==> src/rtl/health_if.sv <==
// Hit request handshake between an attack source and the health manager.
// The source drives the request fields and holds hit_valid until hit_ack.
interface health_if;
  logic       hit_valid;
  logic [4:0] hit_damage;
  logic       hit_blocked;
  logic       hit_ack;
  logic       hit_landed;

  modport master (
    output hit_valid, hit_damage, hit_blocked,
    input  hit_ack, hit_landed
  );

  modport slave (
    input  hit_valid, hit_damage, hit_blocked,
    output hit_ack, hit_landed
  );
endinterface

==> src/rtl/health_manager.sv <==
// Fighter health tracker: applies hit damage, manages invulnerability frames
// after a clean hit, and latches KO until the next round_start.
module health_manager #(
  parameter int FULL_HEALTH  = 31,
  parameter int INVULN_TICKS = 8,
  parameter int BLOCK_SHIFT  = 2
) (
  input  logic       clk,
  input  logic       rst_n,
  input  logic       round_start,
  input  logic       tick_en,
  health_if.slave    hit,
  output logic [4:0] curr_health,
  output logic       invuln,
  output logic       ko
);

  localparam logic [4:0] FULL  = 5'(FULL_HEALTH);
  localparam logic [7:0] TICKS = 8'(INVULN_TICKS);

  typedef enum logic [1:0] {
    ALIVE  = 2'd0,
    INVULN = 2'd1,
    KO     = 2'd2
  } state_t;

  function automatic logic [4:0] eff_damage(input logic [4:0] dmg, input logic blocked);
    return blocked ? (dmg >> BLOCK_SHIFT) : dmg;
  endfunction

  // Chip damage saturates at 1 so a blocked hit can never finish the fighter.
  function automatic logic [4:0] chip_sat(input logic [4:0] h, input logic [4:0] eff);
    return (eff >= h) ? 5'd1 : (h - eff);
  endfunction

  state_t     state_p1, state_p0;
  logic [4:0] health_p1, health_p0;
  logic [7:0] cnt_p1, cnt_p0;
  logic       ack_p1, ack_p0;
  logic       landed_p1, landed_p0;

  logic       accept_p0;
  logic [4:0] eff_p0;
  logic [4:0] chip_p0;

  always_comb begin
    accept_p0 = hit.hit_valid && !ack_p1;
    eff_p0    = eff_damage(hit.hit_damage, hit.hit_blocked);
    chip_p0   = chip_sat(health_p1, eff_p0);

    state_p0  = state_p1;
    health_p0 = health_p1;
    cnt_p0    = cnt_p1;
    ack_p0    = accept_p0;
    landed_p0 = 1'b0;

    // round_start overrides everything; a coincident hit is only acked.
    if (round_start) begin
      state_p0  = ALIVE;
      health_p0 = FULL;
      cnt_p0    = 8'd0;
    end else begin
      case (state_p1)
        ALIVE: begin
          if (accept_p0 && (eff_p0 != 5'd0)) begin
            if (hit.hit_blocked) begin
              health_p0 = chip_p0;
              landed_p0 = (chip_p0 != health_p1);
            end else if (eff_p0 >= health_p1) begin
              health_p0 = 5'd0;
              state_p0  = KO;
              landed_p0 = 1'b1;
            end else begin
              health_p0 = health_p1 - eff_p0;
              state_p0  = INVULN;
              cnt_p0    = TICKS;
              landed_p0 = 1'b1;
            end
          end
        end
        INVULN: begin
          if (tick_en) begin
            if (cnt_p1 <= 8'd1) begin
              state_p0 = ALIVE;
              cnt_p0   = 8'd0;
            end else begin
              cnt_p0 = cnt_p1 - 8'd1;
            end
          end
        end
        KO: begin
          health_p0 = 5'd0;
        end
        default: begin
          state_p0 = ALIVE;
          cnt_p0   = 8'd0;
        end
      endcase
    end
  end

  // ---- registered stage p1 ----
  always_ff @(posedge clk or negedge rst_n) begin
    if (!rst_n) begin
      state_p1  <= ALIVE;
      health_p1 <= FULL;
      cnt_p1    <= 8'd0;
      ack_p1    <= 1'b0;
      landed_p1 <= 1'b0;
    end else begin
      state_p1  <= state_p0;
      health_p1 <= health_p0;
      cnt_p1    <= cnt_p0;
      ack_p1    <= ack_p0;
      landed_p1 <= landed_p0;
    end
  end

  assign curr_health    = health_p1;
  assign invuln         = (state_p1 == INVULN);
  assign ko             = (state_p1 == KO);
  assign hit.hit_ack    = ack_p1;
  assign hit.hit_landed = landed_p1;

  a_ack_single:   assert property (@(posedge clk) disable iff (!rst_n) ack_p1 |=> !ack_p1);
  a_landed_ack:   assert property (@(posedge clk) disable iff (!rst_n) landed_p1 |-> ack_p1);
  a_state_onehot: assert property (@(posedge clk) disable iff (!rst_n) !(invuln && ko));
  a_health_max:   assert property (@(posedge clk) disable iff (!rst_n) health_p1 <= FULL);

endmodule

==> src/flat_wrapper.sv <==
// flat-port wrapper written by rule: the top's interface ports become plain ports
module health_manager_flat 
#(
  parameter int FULL_HEALTH  = 31,
  parameter int INVULN_TICKS = 8,
  parameter int BLOCK_SHIFT  = 2
)
  (clk, rst_n, round_start, tick_en, curr_health, invuln, ko, hit_hit_valid, hit_hit_damage, hit_hit_blocked, hit_hit_ack, hit_hit_landed);
  health_if hit_i ();
  input  logic clk;
  input  logic rst_n;
  input  logic round_start;
  input  logic tick_en;
  output logic [4:0] curr_health;
  output logic invuln;
  output logic ko;
  input wire logic [$bits(hit_i.hit_valid)-1:0] hit_hit_valid;
  input wire logic [$bits(hit_i.hit_damage)-1:0] hit_hit_damage;
  input wire logic [$bits(hit_i.hit_blocked)-1:0] hit_hit_blocked;
  output wire logic [$bits(hit_i.hit_ack)-1:0] hit_hit_ack;
  output wire logic [$bits(hit_i.hit_landed)-1:0] hit_hit_landed;
  assign hit_i.hit_valid = hit_hit_valid;
  assign hit_i.hit_damage = hit_hit_damage;
  assign hit_i.hit_blocked = hit_hit_blocked;
  assign hit_hit_ack = hit_i.hit_ack;
  assign hit_hit_landed = hit_i.hit_landed;
  health_manager #(.FULL_HEALTH(FULL_HEALTH), .INVULN_TICKS(INVULN_TICKS), .BLOCK_SHIFT(BLOCK_SHIFT)) u_core (.clk(clk), .rst_n(rst_n), .round_start(round_start), .tick_en(tick_en), .hit(hit_i), .curr_health(curr_health), .invuln(invuln), .ko(ko));
endmodule
==> config.mk <==
export PLATFORM = sky130hd
export DESIGN_NAME = health_manager_flat
export DESIGN_NICKNAME = d
export VERILOG_FILES = /design/src/rtl/health_if.sv /design/src/rtl/health_manager.sv /design/src/flat_wrapper.sv
export SDC_FILE = /design/constraint.sdc
export NUM_CORES = 1
export LEC_CHECK = 0
export ABC_AREA = 1
export ABC_CLOCK_PERIOD_IN_PS = 3800
export CAP_MARGIN = 25
export CELL_PAD_IN_SITES_DETAIL_PLACEMENT = 2
export CELL_PAD_IN_SITES_GLOBAL_PLACEMENT = 2
export CORE_MARGIN = 3
export CORE_UTILIZATION = 33
export CTS_CLUSTER_SIZE = 28
export DETAILED_ROUTE_END_ITERATION = 12
export PLACE_DENSITY = 0.93
export SYNTH_ARGS = -nofsm -noshare
export SYNTH_HDL_FRONTEND = slang
export SYNTH_SLANG_ARGS = --single-unit
export TNS_END_PERCENT = 30
==> constraint.sdc <==
create_clock -name clk -period 3.8 [get_ports clk]
set_clock_uncertainty 0.2 [all_clocks]
set_input_delay 0.57 -clock clk [delete_from_list [all_inputs] [get_ports clk]]
set_output_delay 0.57 -clock clk [all_outputs]
set_load 0.01 [all_outputs]
==> impl_metrics.ini <==
[outcome]
run_status = completed

[sta]
timing.final.max_slew_violations = 0
fmaxAchievable_mhz = 313
tns_ns = 0
finalCriticalPeriod_ns = 3.19
finalSetupViolCount = 0
grt_setup_unrepaired = false
fin_crit_sh = 0.841
relSlewSlack = 0.470
tightest_slew_ns = 0.793
timing_hold_violations_final = 0

[setup_path]
critPathSlowestCell = clkdlybuf4s50_1
critPathArrivalTime_ns = 3.18
critPathCaptureType = flop
startpoint_type = primary input
critical_path.reg2reg.startpoint = u_core.cnt_p1[0]$_DFFE_PN0P_
timing.critical_path.slowest_cell_delay_ns = 0.57
worst_path_buffer_plus_inverter_count = 3
critical_path.max_fanout = 9
criticalPathCategory = in2reg
critical_path.startpoint = hit_hit_blocked
worstPathRequired_ns = 3.79
critical_path.top_delay_family = buffers and inverters
cp_cell_sequence = clkdlybuf4s50_1 > inv_1 > a21oi_1 > o21bai_1 > ha_1 > nand2_1 > nand2_1 > nand2_2 > nand3_4 > nand2_4 > nand2_1 > nand3_4 > inv_4 > nand2_4 > a21oi_2
crit_top_cell = nand2_1

[clocking]
maximum_level_of_the_cts_h_tree = 1
holdBufCountCts = 0
cts_sinks = 17
cts.reportedPaths.clkPinSlew_ns = 0.07
post_cts_resized = 0
cts_tree = yes
cts.path.max_buffers = 2
cts_root_buffer = clkbuf_8
skew_pair_late_insertion_delay_ns = 0.26
cts_made_buffers = 3
post-cts-setup-buffer-count = 0

[min_path]
hold_path_startpoint = u_core.hit.hit_ack$_DFF_PN0_
min-delay-path-class = reg2reg

[global_routing]
grt_max_degree = 18
groute.usage.overall = 0.213
number_of_antenna_violations_at_the_first_check_in_global_routing = 0
grt_overflow = 0
via_count_of_the_first_global_routing_pass = 1607
grt_pass1_wl_um = 8450

[routing]
detailroute.via_count = 1433
ant_nets = 0
wire_per_inst_um = 18.1
wirelength_um = 4990
drt_first_iter_violations = 82
drt_pass1_iterations = 4
drc = 0
post_drt_via_cell_ratio = 5.19

[placement]
place_hpwl_um = 3890
gp_congestion = 0.791
place_area_sq_mm = 0.00168
portBuffers = 19

[floorplanning]
rows = 23
width_of_the_chip_um = 72.1
core_sq_mm = 0.00412
dieHeight_um = 72.1
floorplan_die_area_sq_mm = 0.00519
num_io_pins = 20
floorplan.initialDensity = 0.350

[final_layout]
mostFrequentLayoutCells = 59 x nand2_1, 29 x inv_1, 19 x clkdlybuf4s50_1, 18 x nor2_1, 17 x nand3_1
syn_to_final_growth_pct = 19.9
fillers = 499
layout.cells.most_common = nand2_1
post_route_cells_drive_above_1_share = 0.115
n_antenna_cell = 0
design_area_sq_mm = 0.00173
final_nets = 247

[logic_synthesis]
synthesis.area_per_instance_sq_um = 7.06
ys_top_cells_by_area = dfrtp_1 21%, nand2_1 15%, dfstp_2 9.1%
synth.yosys.warnings = 0
mappedNetlistArea_sq_mm = 0.00144
number_of_nets_produced_by_synthesis = 224
synth_area_leader_cell = dfrtp_1
synth_seq_area_share = 0.300
synth_top_area_frac = 0.209
yosys_register_bits = 17
synthCells = 204
synth_cell_type_count = 30

[pwr]
max-vdd-ir-drop_uv = 282
post-layout-total-power_mw = 1.59
power_density_mw_per_mm2 = 922
p_leak_nw = 0.879

[flow_run]
timing.max_cap.violations = 0
-- synthesized netlist by cell type --
| library cell | count |
|---|---|
| ha_1 | 8 |
| inv_2 | 2 |
| nor2_4 | 1 |
| or2_1 | 1 |
| o211ai_1 | 1 |
| inv_1 | 29 |
| inv_4 | 1 |
| o21ai_1 | 6 |
| nor2_2 | 1 |
| xor2_1 | 5 |
| fa_1 | 1 |
| nor3_1 | 5 |
| nand3_1 | 17 |
| nand2_2 | 5 |
| dfrtp_1 | 12 |
| a21oi_2 | 1 |
| nand4_1 | 6 |
| nand2_4 | 2 |
| o21ai_0 | 6 |
| buf_6 | 1 |
| a211oi_4 | 1 |
| a21oi_1 | 4 |
| nand3b_1 | 1 |
| dfstp_2 | 5 |
| nand3_4 | 2 |
| o21bai_1 | 1 |
| nor2_1 | 18 |
| nand4_4 | 1 |
| o21ai_2 | 1 |
| nand2_1 | 59 |
-- logic make-up after synthesis --
logic type      synth area share
compound gates            0.0921
simple gates               0.401
fa+ha+maj                 0.0834
buf+inv                   0.0930
xor+xnor                  0.0304
flops                      0.300
-- sequential cells by signal, summed over array words and instances, names as in the netlist --
signal,flops
u_core.cnt_p1,8
u_core.curr_health,5
u_core.hit.hit_ack,1
u_core.hit.hit_landed,1
u_core.state_p1,2
-- report_power, final --
group	internal (mW)	switching [mW]	leakage [nW]	total (mW)
combinational	0.387	0.713	0.641	1.10
clock	0.0747	0.0647	0.0228	0.139
sequential	0.267	0.0855	0.214	0.352
-- metrics by stage --
stage	utilization	setup WS, ns	hold WS, ns	instances
floorplan	-	1.39	0.0744	204
global placement	0.409	0.552	0.239	272
detailed placement	0.409	0.361	0.241	272
CTS	0.420	0.614	0.266	276
global route	0.420	0.461	0.290	276
finish	0.420	0.606	0.260	276
-- final timing paths --
path	to	slack, ns	cells past startpoint
min in group asynchronous	u_core.cnt_p1[2]$_DFFE_PN0P_	0.57	1
setup / recovery	u_core.cnt_p1[0]$_DFFE_PN0P_	0.61	15
max in group asynchronous	u_core.hit.hit_landed$_DFF_PN0_	2.34	1
hold reg to reg	u_core.hit.hit_ack$_DFF_PN0_	0.26	1
setup reg to reg	u_core.state_p1[0]$_DFFE_PN0P_	1.35	8
hold / removal	u_core.hit.hit_ack$_DFF_PN0_	0.26	1
-- layer usage --
layer,up-vias,track usage,wire length (um),share of wire
met4,0,0.0585,60,0.012
met3,8,0.0429,106,0.021
met5,-,0,0,0
met2,19,0.353,2540,0.51
li1,700,-,-,-
met1,706,0.280,2290,0.46
-- area by class of cell --
class	instances	area (sq um)	area share
inverter	32	123	0.0710
timing repair buffer	19	190	0.110
multi-input combinational	154	875	0.507
clock buffer	4	45.0	0.0261
tap	50	62.6	0.0362
sequential	17	432	0.250
Note: power is estimated with default switching activity, not from simulation.
